===== src/rtl/fixed_float_conv_arbiter_if.sv =====
// Purpose : bundles the requester-side and converter-side signals of the
//           shared fixed->float converter arbiter into one interface.
// Latency : n/a (wiring only).
// Backpressure : none here; requesters hold req until their rsp_valid pulse.
//
// Signals:
//   req/req_data                 requester levels and packed 22-bit operands
//   rsp_valid/result/error/id    one-cycle response back to the owner
//   busy                         arbiter not idle
//   conv_data/conv_enable        operand and enable toward the converter
//   conv_done/conv_result        handshake and result from the converter
// Modports:
//   master : the arbiter (drives responses and the converter request)
//   slave  : the environment (requesters plus converter)
interface fixed_float_conv_arbiter_if #(
  parameter int N_REQ = 4,
  parameter int IDW   = 2
);
  logic [N_REQ-1:0]    req;
  logic [22*N_REQ-1:0] req_data;
  logic [N_REQ-1:0]    rsp_valid;
  logic [31:0]         rsp_result;
  logic                rsp_error;
  logic [IDW-1:0]      rsp_id;
  logic                busy;
  logic [21:0]         conv_data;
  logic                conv_enable;
  logic                conv_done;
  logic [31:0]         conv_result;

  modport master (
    input  req, req_data, conv_done, conv_result,
    output rsp_valid, rsp_result, rsp_error, rsp_id, busy,
           conv_data, conv_enable
  );

  modport slave (
    output req, req_data, conv_done, conv_result,
    input  rsp_valid, rsp_result, rsp_error, rsp_id, busy,
           conv_data, conv_enable
  );
endinterface


===== src/rtl/fixed_float_conv_arbiter.sv =====
// Purpose : shares one fixed->float converter between N_REQ requesters with
//           round-robin arbitration and a watchdog on the converter handshake.
// Latency : grant at e0, response pulse at e2 for a one-cycle converter,
//           back in IDLE at e4, next grant at e5.
// Backpressure : requesters hold req (and operand) until their rsp_valid;
//           one operation in flight, others wait in rotating priority order.
//
// Ports:
//   clk          rising-edge clock
//   rst          asynchronous active-high reset
//   bus.master   requester levels/operands in, one-hot response out, busy,
//                converter enable/operand out, converter done/result in
module fixed_float_conv_arbiter #(
  parameter int N_REQ   = 4,
  parameter int TIMEOUT = 32,
  parameter int IDW     = 2
) (
  input  logic                        clk,
  input  logic                        rst,
  fixed_float_conv_arbiter_if.master  bus
);

  localparam int W1 = IDW + 1;
  localparam int TW = $clog2(TIMEOUT + 1);

  typedef enum logic [1:0] {
    S_IDLE    = 2'd0,
    S_ISSUE   = 2'd1,
    S_RELEASE = 2'd2
  } state_t;

  state_t         state;
  logic [IDW-1:0] ptr;
  logic [IDW-1:0] gid;
  logic [TW-1:0]  timer;

  // Round-robin pick: first requester at or after ptr, wrapping.
  logic           any_req;
  logic [IDW-1:0] gnt;
  logic [W1-1:0]  idx;
  logic [21:0]    gnt_operand;
  logic [IDW-1:0] ptr_next;
  logic [N_REQ-1:0] gid_oh;
  logic           timer_exp;

  always_comb begin
    any_req = 1'b0;
    gnt     = '0;
    idx     = '0;
    for (int k = 0; k < N_REQ; k++) begin
      idx = {1'b0, ptr} + W1'(k);
      if (idx >= W1'(N_REQ)) begin
        idx = idx - W1'(N_REQ);
      end
      if (!any_req && bus.req[idx[IDW-1:0]]) begin
        any_req = 1'b1;
        gnt     = idx[IDW-1:0];
      end
    end
  end

  always_comb begin
    gnt_operand = '0;
    for (int i = 0; i < N_REQ; i++) begin
      if (gnt == IDW'(i)) begin
        gnt_operand = bus.req_data[22*i +: 22];
      end
    end
  end

  always_comb begin
    gid_oh = '0;
    for (int i = 0; i < N_REQ; i++) begin
      gid_oh[i] = (gid == IDW'(i));
    end
  end

  assign ptr_next  = (gnt == IDW'(N_REQ - 1)) ? '0 : gnt + 1'b1;
  assign timer_exp = (timer == TW'(TIMEOUT - 1));

  always_ff @(posedge clk or posedge rst) begin
    if (rst) begin
      state           <= S_IDLE;
      ptr             <= '0;
      gid             <= '0;
      timer           <= '0;
      bus.rsp_valid   <= '0;
      bus.rsp_result  <= '0;
      bus.rsp_error   <= 1'b0;
      bus.rsp_id      <= '0;
      bus.busy        <= 1'b0;
      bus.conv_data   <= '0;
      bus.conv_enable <= 1'b0;
    end else begin
      // Response is a single-cycle pulse regardless of state.
      bus.rsp_valid <= '0;
      case (state)
        S_IDLE: begin
          if (any_req) begin
            gid             <= gnt;
            ptr             <= ptr_next;
            bus.conv_data   <= gnt_operand;
            bus.conv_enable <= 1'b1;
            bus.busy        <= 1'b1;
            timer           <= '0;
            state           <= S_ISSUE;
          end
        end

        S_ISSUE: begin
          timer <= timer + 1'b1;
          if (bus.conv_done) begin
            bus.rsp_result  <= bus.conv_result;
            bus.rsp_error   <= 1'b0;
            bus.rsp_valid   <= gid_oh;
            bus.rsp_id      <= gid;
            bus.conv_enable <= 1'b0;
            timer           <= '0;
            state           <= S_RELEASE;
          end else if (timer_exp) begin
            // Converter never answered: report an error result to the owner.
            bus.rsp_result  <= '0;
            bus.rsp_error   <= 1'b1;
            bus.rsp_valid   <= gid_oh;
            bus.rsp_id      <= gid;
            bus.conv_enable <= 1'b0;
            timer           <= '0;
            state           <= S_RELEASE;
          end
        end

        S_RELEASE: begin
          timer <= timer + 1'b1;
          // Wait for done to fall so the next issue cannot see a stale done;
          // give up after the watchdog period if done is stuck high.
          if (!bus.conv_done || timer_exp) begin
            timer    <= '0;
            bus.busy <= 1'b0;
            state    <= S_IDLE;
          end
        end

        default: begin
          bus.conv_enable <= 1'b0;
          bus.busy        <= 1'b0;
          timer           <= '0;
          state           <= S_IDLE;
        end
      endcase
    end
  end

endmodule


===== src/flat_wrapper.sv =====
// flat-port wrapper written by rule: the top's interface ports become plain ports
module fixed_float_conv_arbiter_flat 
#(
  parameter int N_REQ   = 4,
  parameter int TIMEOUT = 32,
  parameter int IDW     = 2
)
  (clk, rst, bus_req, bus_req_data, bus_conv_done, bus_conv_result, bus_rsp_valid, bus_rsp_result, bus_rsp_error, bus_rsp_id, bus_busy, bus_conv_data, bus_conv_enable);
  fixed_float_conv_arbiter_if #(.N_REQ(N_REQ), .IDW(IDW)) bus_i ();
  input  logic clk;
  input  logic rst;
  input wire logic [$bits(bus_i.req)-1:0] bus_req;
  input wire logic [$bits(bus_i.req_data)-1:0] bus_req_data;
  input wire logic [$bits(bus_i.conv_done)-1:0] bus_conv_done;
  input wire logic [$bits(bus_i.conv_result)-1:0] bus_conv_result;
  output wire logic [$bits(bus_i.rsp_valid)-1:0] bus_rsp_valid;
  output wire logic [$bits(bus_i.rsp_result)-1:0] bus_rsp_result;
  output wire logic [$bits(bus_i.rsp_error)-1:0] bus_rsp_error;
  output wire logic [$bits(bus_i.rsp_id)-1:0] bus_rsp_id;
  output wire logic [$bits(bus_i.busy)-1:0] bus_busy;
  output wire logic [$bits(bus_i.conv_data)-1:0] bus_conv_data;
  output wire logic [$bits(bus_i.conv_enable)-1:0] bus_conv_enable;
  assign bus_i.req = bus_req;
  assign bus_i.req_data = bus_req_data;
  assign bus_i.conv_done = bus_conv_done;
  assign bus_i.conv_result = bus_conv_result;
  assign bus_rsp_valid = bus_i.rsp_valid;
  assign bus_rsp_result = bus_i.rsp_result;
  assign bus_rsp_error = bus_i.rsp_error;
  assign bus_rsp_id = bus_i.rsp_id;
  assign bus_busy = bus_i.busy;
  assign bus_conv_data = bus_i.conv_data;
  assign bus_conv_enable = bus_i.conv_enable;
  fixed_float_conv_arbiter #(.N_REQ(N_REQ), .TIMEOUT(TIMEOUT), .IDW(IDW)) u_core (.clk(clk), .rst(rst), .bus(bus_i));
endmodule

===== config.mk =====
export PLATFORM = sky130hd
export DESIGN_NAME = fixed_float_conv_arbiter_flat
export DESIGN_NICKNAME = d
export VERILOG_FILES = /design/src/rtl/fixed_float_conv_arbiter_if.sv /design/src/rtl/fixed_float_conv_arbiter.sv /design/src/flat_wrapper.sv
export SDC_FILE = /design/constraint.sdc
export NUM_CORES = 1
export LEC_CHECK = 0
export ABC_AREA = 1
export CAP_MARGIN = 10
export CORE_ASPECT_RATIO = 1.75
export CORE_MARGIN = 3
export CORE_UTILIZATION = 35
export DETAILED_ROUTE_END_ITERATION = 8
export PLACE_DENSITY_LB_ADDON = 0.15
export SLEW_MARGIN = 20
export SYNTH_ARGS = -nofsm -noshare
export SYNTH_HDL_FRONTEND = slang
export SYNTH_SLANG_ARGS = --single-unit

===== constraint.sdc =====
create_clock -name clk -period 2.4 [get_ports clk]
set_input_delay 0.24 -clock clk [delete_from_list [all_inputs] [get_ports clk]]
set_output_delay 0.24 -clock clk [all_outputs]
set_load 0.01 [all_outputs]

### Word-level counts from Yosys, hierarchy flattened

Index checks and enable logic that the tools add are counted.

* add/subtract/negate cells: 9
* order comparisons: 8
* bitwise logic cells: 2
* multiplexer cells: 50
* reduce and logical (&&, ||, !) cells: 17
* eq/ne operators: 12

Operators with widths (count)
* 2-to-1 mux 22 bit: 4
* 2-to-1 mux 32 bit: 2
* 2-to-1 mux 2 bit: 15
* 2-to-1 mux 6 bit: 4
* case mux 6 bit (3 select lines): 1
* 2-to-1 mux 1 bit: 14
* less-than comparator 2 x 3 -> 1 bit (second input constant): 4
* 2-to-1 mux 4 bit: 3
* equality test 2 bit (second input constant): 5
* greater-or-equal comparator 3 bit (second input constant): 3
* AND reduction 3 bit: 3
* binary-select mux 1 bit (select 2 bit): 4
* subtractor 2 x 1 -> 2 bit (second input constant): 4
* adder 2 x 2 -> 3 bit (second input constant): 2
* adder 6 x 1 -> 6 bit (second input constant): 1
* equality test 2 x 1 -> 1 bit (second input constant): 3
* equality test 6 x 5 -> 1 bit (second input constant): 1
* zero test 2 bit: 3
* case mux 1 bit (3 select lines): 2
* case mux 2 bit (3 select lines): 1
* zero test 1 bit: 4
* != test 2 x 1 -> 1 bit (second input constant): 2
* AND reduction 2 bit: 2
* adder 2 x 1 -> 3 bit (second input constant): 1
* 7 further kinds: 10

* input bits: 127
* register bits after elaboration: 75
* output and inout bits: 63

### Depth between registers and ports, before layout

Gate-level depths: netlist of run 1.

* word-level depth: 19
* depth in mapped cells: 19
* depth with buffers taken out: 18

### Worst setup path before layout of run 1

OpenSTA, ideal clock, no wires.

* kind: reg2reg
* from: register u_core.ptr[0]
* to: register u_core.bus.conv_data[10] (netlist bit)
* required time: 2.335 ns
* stages on the path, launching flop included: 19
* arrival time: 2.343 ns
* path slack: -0.008 ns
* period minus slack after synthesis: 2.408 ns
* path through: dfrtp_1 > buf_6 > nand2_2 > nand3_1 > nand2_2 > inv_1 > a21oi_1 > nand2_1 > nand2_1 > inv_1 > ha_1 > nor2_1 > clkbuf_1 > nand2_1 > nand2_1 > o21ai_0 > o21ai_0 > nand2_1 > nand2_1

* longest elaborated chain between the ends: 19
* elaborated cells on any way between the ends: 46

Ends and longest elaborated chain
* start: declaration: line fixed_float_conv_arbiter.sv:33 `logic [IDW-1:0] ptr;`
* start signal: assignment: line fixed_float_conv_arbiter.sv:101 `ptr <= ptr_next;`
* parallel branches: the longest is 13 deep, another holds adder 2 x 1 -> 3 bit
* 2-to-1 mux 2 bit *: line fixed_float_conv_arbiter.sv:55 `if (!any_req && bus.req[idx[IDW-1:0]]) begin`
* named net u_core.gnt[0]: line fixed_float_conv_arbiter.sv:39 `logic [IDW-1:0] gnt;`
* zero test 2 bit: line fixed_float_conv_arbiter.sv:65 `if (gnt == IDW'(i)) begin`
* 2-to-1 mux 22 bit (3 in a row): line fixed_float_conv_arbiter.sv:65
* 2-to-1 mux 22 bit *: line fixed_float_conv_arbiter.sv:65
* end signal: assignment: line fixed_float_conv_arbiter.sv:102 `bus.conv_data <= gnt_operand;`
* end: declaration: line fixed_float_conv_arbiter_if.sv:34 `conv_data, conv_enable`

Mark *: on every way through the listed nets, which the timed path passes. The select of a mux whose other input is x is not followed.
A chain may end at the register's enable or synchronous reset.

### Worst setup path in the final report of run 1

* from: register u_core.ptr[0]
* to: register u_core.bus.conv_data[5] (netlist bit)

Same word-level chain as after synthesis.

==> flow_summary.json, run 1 <==
{
  "fp-row-count": 51,
  "finish.instance_area_um2": 7000,
  "regToRegEndpoint": "u_core.bus.conv_data[5]",
  "final_common_cell": "clkdlybuf4s50_1",
  "rsz0062_at_grt": "true",
  "die-height_um": 148,
  "post-place-cells": 815,
  "start_kind": "register",
  "end_kind": "register",
  "cts.root.buffer_cell": "clkbuf_16",
  "core_area_um2": 11200,
  "post_synth.cell_area_avg_um2": 8.04,
  "synth-warning-count": 0,
  "drt_first_pass_iters": 4,
  "rr_worst_depth": 18,
  "place.detailed.hpwl_um": 8640,
  "dp_slack_ns": -0.267,
  "startpoint_of_the_worst_register_to_register_path": "u_core.ptr[0]",
  "path_clk_slew_ns": 0.06,
  "failed_checks": "negative setup slack",
  "setup_viol_count_final": 18,
  "place.gp.congestion": 0.818,
  "post_drt_wl_per_cell_um": 14.6,
  "fin_worst_hold_slack_ns": 0.338,
  "global_route_wire_length_before_repair_um": 18500,
  "cap_viol_max_count": 0,
  "antenna_violations_before_repair": 0,
  "vias_in_the_first_global_route": 4024,
  "layout.core_utilization_pct": 62.7,
  "synth.yosys.seq_area_share_pct": 46.8,
  "cts_tree": "built",
  "post-route-worst-setup-slack_ns": -0.105,
  "hold_viol_final": 0,
  "crit_arrival_ns": 2.73,
  "slew_headroom_pct": 73.0,
  "crit_path_time_final_ns": 2.51,
  "cts_inserted_buffers": 9,
  "vias_per_cell": 4.88,
  "cts-root-to-sink-buffers": 2,
  "max-vdd-ir-drop_mv": 1.67,
  "power_leakage_nw": 3.21,
  "initial_standard_cell_utilization_of_the_core_pct": 35.9,
  "timing_max_transition_violations_final": 0,
  "dieWidth_um": 87.0,
  "synthesis_stage_register_bit_count": 75,
  "routed_wl_um": 12400,
  "ant_nets": 0,
  "clock_sinks": 75,
  "synth_largest_type_area_fraction_pct": 46.8,
  "worst-setup-path-type": "register to register",
  "crit_path_max_fanout": 11,
  "grtUsageTotal_pct": 18.1,
  "ctsHtreeMaxLevel": 3,
  "gate_count_of_the_mapped_netlist": 499,
  "max_freq_ghz": 0.399,
  "final_cell_count_no_fill": 851,
  "synth_top_cells_by_area": "dfrtp_1, nand2_1, a22o_1",
  "layout_worst_path_cycle_share_pct": 104,
  "worst-endpoint-required_ns": 2.63,
  "boundaryPins": 190,
  "post_synth_edffs": 0,
  "syn_nets": 634,
  "grt_max_degree": 76,
  "ys_dominant_reg_cell": "dfrtp_1",
  "cell_type_with_the_highest_aggregate_area_in_the_netlist": "dfrtp_1",
  "route.vias.total": 4149,
  "clkLatencyLatePin_ns": 0.34,
  "placedInstanceArea_um2": 6140,
  "detail_route.drc_violations": 0,
  "ys_types": 27,
  "syn_to_final_growth_pct": 74.4,
  "power_density_nw_per_um2": 1680,
  "post_synth_instance_area_um2": 4010,
  "r2r_setup_slack_ns": -0.11,
  "final_net_count": 849,
  "post_cts_hold_buffer_count": 0,
  "port-buffer-count": 189,
  "antenna-diode-count": 0,
  "timing.hold.worst.class": "input port to asynchronous set/reset pin",
  "die_area_um2": 12800,
  "proportion_of_register_bits_with_asynchronous_set_or_reset_after_synthesis_pct": 100,
  "gr-total-overflow": 0,
  "timing_worst_slew_pin_value_ns": 0.406,
  "layout_common_cells": "clkdlybuf4s50_1, nand2_1, dfrtp_1, a22o_1, o21ai_1",
  "num-fill-cells": 947,
  "finalClockSkew_ns": 0.00976,
  "outcome": "finished, violations left",
  "detail_route.iter0.violations": 127,
  "drive_gt1_share_pct": 17.1
}
kinds of logic after synthesis:
family / count (synthesis) / synth area share [%]
AND/OR/NAND/NOR: 238 / 25.4
AO/OA/AOI/OAI: 120 / 18.5
XOR/XNOR: 1 / 0.218
buffers and inverters: 57 / 6.70
flip-flops: 75 / 46.8
adder cells (fa/ha/maj): 8 / 2.49
synthesized netlist by cell type, types with 5 or more instances:
master / count
o21ai_0: 54
nand2_2: 7
nand3_1: 16
buf_6: 6
o21ai_2: 5
ha_1: 8
dfrtp_1: 75
nand2_1: 185
nor2_1: 14
clkbuf_1: 13
inv_1: 29
a21oi_1: 28
a22o_1: 32
nand4_1: 5
critical path, stage by stage (launching register included):
cell	delay (ns)
dfrtp_2	0.45
buf_6	0.14
nand2_1	0.08
nand2_2	0.07
nand2_4	0.08
nand2_4	0.07
nor2_8	0.15
nand4_1	0.20
nand2_4	0.15
buf_6	0.11
inv_4	0.03
ha_4	0.18
clkbuf_16	0.18
a21oi_1	0.12
nand2_1	0.06
o21ai_0	0.06
o21ai_0	0.11
nand2_1	0.09
nand2_1	0.05
layer usage:
metal	up-vias	GRT usage [%]	wire (um)
li1	2075	-	-
met1	1907	19.5	4450
met2	154	32.7	6840
met3	13	5.41	957
met4	0	6.32	198
met5	-	0	0
area by class of cell:
cell class / instances / area, um^2 / share of cell area [%]
clock inverter: 6 / 65.1 / 0.929
timing repair buffer: 230 / 2370 / 33.9
multi-input combinational: 367 / 2160 / 30.8
tap: 132 / 165 / 2.36
clock buffer: 10 / 239 / 3.41
sequential: 75 / 1880 / 26.8
inverter: 31 / 126 / 1.80
metrics by stage:
step                      power [mW]  TNS (ns)
after floorplan                 5.99    -0.147
after global placement          8.25     -3.86
after detailed placement        8.38     -5.12
after CTS                       10.3         0
after global routing            12.7     -4.05
final                           11.7    -0.617
what timing repair did:
action,4_1_cts,5_1_grt
gates cloned,1,4
pin swaps,2,24
setup buffers,7,8
endpoints found under the setup margin,22,22
gates resized for setup,26,85
power breakdown:
group          leakage, nW  total (mW)  switching [mW]  internal, mW
Clock                0.148        1.36           0.524         0.832
Combinational         2.11        8.25            4.22          4.03
Sequential           0.953        2.12           0.301          1.82
worst max path at each step:
stage / startpoint / endpoint / slack [ns]
final: u_core.ptr[0] / u_core.bus.conv_data[5] / -0.11
after global routing: u_core.ptr[0] / u_core.bus.conv_data[5] / -0.22
after CTS: u_core.ptr[0] / u_core.bus.conv_data[3] / 0.002
after detailed placement: bus_req[0] / u_core.bus.conv_data[13] / -0.27
after global placement: bus_req[1] / u_core.bus.conv_data[9] / -0.20
after floorplan: u_core.ptr[0] / u_core.bus.conv_data[10] / -0.008
registers in the layout, indices dropped and copies added (netlist names), 2 cells and up:
signal                 count
u_core.bus.rsp_valid       4
u_core.bus.rsp_result     32
u_core.bus.rsp_id          2
u_core.ptr                 2
u_core.state               2
u_core.gid                 2
u_core.bus.conv_data      22
u_core.timer               6
Power figures use the tool's default switching activity.
==> run 2: changes to the inputs <==
--- a/config.mk
+++ b/config.mk
@@ -12,6 +12,7 @@
 export CORE_UTILIZATION = 35
 export DETAILED_ROUTE_END_ITERATION = 8
 export PLACE_DENSITY_LB_ADDON = 0.15
+export SKIP_LAST_GASP = 1
 export SLEW_MARGIN = 20
 export SYNTH_ARGS = -nofsm -noshare
 export SYNTH_HDL_FRONTEND = slang
==> run 2 against run 1 <==
  * The flow still finishes with violations (negative setup slack)
  * Maximum frequency fell by 1.8%
  * Global-route usage stayed put
  * Sequential share of layout area rose by 0.17 points
  * Combinational power down 2%
  * Flip-flop and latch count did not move
  * First-iteration DRC count shrank 18%
  * Critical path depth stayed put
  * Critical path type unchanged
  * Largest cell class unchanged
==> flow_summary.json, run 2 (synthesis results as in run 1) <==
{
  "layout.core_utilization_pct": 62.3,
  "detail_route.iter0.violations": 104,
  "timing.hold.worst.class": "input port to asynchronous set/reset pin",
  "failed_checks": "negative setup slack",
  "slew_headroom_pct": 72.9,
  "layout_worst_path_cycle_share_pct": 106,
  "crit_path_max_incr_delay_ns": 0.46,
  "final_common_cell": "clkdlybuf4s50_1",
  "post_drt_wl_per_cell_um": 14.9,
  "die-height_um": 148,
  "place.detailed.hpwl_um": 8640,
  "final_net_count": 850,
  "gr-total-overflow": 0,
  "post_cts_hold_buffer_count": 0,
  "cp_cell_sequence": "buf_6 > nand2_1 > nand2_2 > nand2_4 > nand2_4 > nor2_8 > nand4_1 > nand2_4 > buf_6 > inv_4 > ha_4 > buf_12 > a21oi_1 > nand2_1 > o21ai_1 > o21ai_0 > nand2_1 > nand2_1",
  "vias_per_cell": 4.92,
  "clock_sinks": 75,
  "final_cell_count_no_fill": 852,
  "cap_viol_max_count": 0,
  "core_area_um2": 11200,
  "route.vias.total": 4194,
  "cts-root-to-sink-buffers": 2,
  "routed_wl_um": 12700,
  "post-place-cells": 815,
  "cts_tree": "built",
  "fp-row-count": 51,
  "r2r_setup_slack_ns": -0.15,
  "largest-register": "u_core.bus.rsp_result",
  "largest_register_ff_count": 32,
  "syn_to_final_growth_pct": 73.3,
  "drive_gt1_share_pct": 17.2,
  "timing_max_transition_violations_final": 0,
  "grtUsageTotal_pct": 18.1,
  "ant_nets": 0,
  "port-buffer-count": 189,
  "drt_first_pass_iters": 4,
  "initial_standard_cell_utilization_of_the_core_pct": 35.9,
  "worst-endpoint-required_ns": 2.63,
  "layout_common_cells": "clkdlybuf4s50_1, nand2_1, dfrtp_1, a22o_1, o21ai_1",
  "post-route-worst-setup-slack_ns": -0.150,
  "dp_slack_ns": -0.267,
  "rsz0062_at_grt": "true",
  "boundaryPins": 190,
  "regs_by_ff_count": "u_core.bus.rsp_result (32), u_core.bus.conv_data (22), u_core.timer (6)",
  "outcome": "finished, violations left",
  "crit_path_time_final_ns": 2.55,
  "max-vdd-ir-drop_mv": 1.54,
  "worst-setup-path-type": "register to register",
  "place.gp.congestion": 0.818,
  "detail_route.drc_violations": 0,
  "start_kind": "register",
  "timing_worst_slew_pin_value_ns": 0.407,
  "power_leakage_nw": 3.21,
  "end_kind": "register",
  "ctsHtreeMaxLevel": 3,
  "vias_in_the_first_global_route": 4024,
  "dieWidth_um": 87.0,
  "cts_inserted_buffers": 9,
  "setup_viol_count_final": 23,
  "grt_max_degree": 76,
  "cts.root.buffer_cell": "clkbuf_16",
  "max_freq_ghz": 0.392,
  "global_route_wire_length_before_repair_um": 18500,
  "clkLatencyLatePin_ns": 0.34,
  "antenna_violations_before_repair": 0,
  "antenna-diode-count": 0,
  "crit_arrival_ns": 2.78,
  "setup-tns-final_ns": -2.47,
  "crit_path_max_fanout": 11,
  "power_density_nw_per_um2": 1660,
  "die_area_um2": 12800,
  "worst_path_max_delay_cell": "dfrtp_2",
  "finalClockSkew_ns": 0.00924,
  "critical-path-top-cell-by-count": "nand2_1",
  "hold_viol_final": 0,
  "path_clk_slew_ns": 0.06
}
[run 2: layout make-up]
class	count	area [um^2]
Clock buffer	10	239
Clock inverter	6	65.1
Fill cell	953	4210
Inverter	31	126
Multi-Input combinational cell	367	2130
Sequential cell	75	1880
Tap cell	132	165
Timing Repair Buffer	231	2350
[run 2: layer usage]
metal	up-vias	wire length, um	global-route usage [%]
met1	1934	4470	19.5
met4	0	234	6.32
met5	-	0	0
met2	169	6980	32.7
met3	16	989	5.41
li1	2075	-	-
[run 2: through the flow]
stage	hold slack, ns	total power [mW]	instance area, um^2
2_1_floorplan	0.380	5.99	4010
3_3_place_gp	0.463	8.25	6140
3_5_place_dp	0.467	8.38	6140
4_1_cts	0.352	10.3	6590
5_1_grt	0.366	12.5	6960
6_report	0.337	11.5	6960
[run 2: power by group]
group | switching, mW | leakage [nW] | internal (mW)
logic | 4.18 | 2.11 | 3.88
registers | 0.306 | 0.953 | 1.82
clock network | 0.523 | 0.148 | 0.832
total | 5.01 | 3.21 | 6.54
[run 2: path summary, 6_finish.rpt]
path,from,depth (start not counted),end
max reg2reg,u_core.ptr[0],18,u_core.bus.conv_data[6]
min in group clk,u_core.bus.conv_data[10],2,u_core.bus.conv_data[10]
max,u_core.ptr[0],18,u_core.bus.conv_data[6]
min reg2reg,u_core.bus.conv_data[10],2,u_core.bus.conv_data[10]
max in group asynchronous,rst,3,u_core.ptr[0]
min,rst,3,u_core.bus.rsp_result[8]
[run 2: what timing repair did]
| action | 4_1_cts | 5_1_grt |
|---|---|---|
| resized for setup | 25 | 82 |
| endpoints found under the setup margin | 22 | 22 |
| pin swaps | 2 | 18 |
| setup buffers | 7 | 9 |
| cloned | 1 | 4 |
[run 2: worst max-delay path, delay by kind of cell (launching register included)]
kind / cells / cell delay (ns)
buffers and inverters: 4 / 0.45
AO/OA/AOI/OAI: 3 / 0.29
flip-flops: 1 / 0.46
AND/OR/NAND/NOR: 10 / 1.05
adder cells (fa/ha/maj): 1 / 0.18
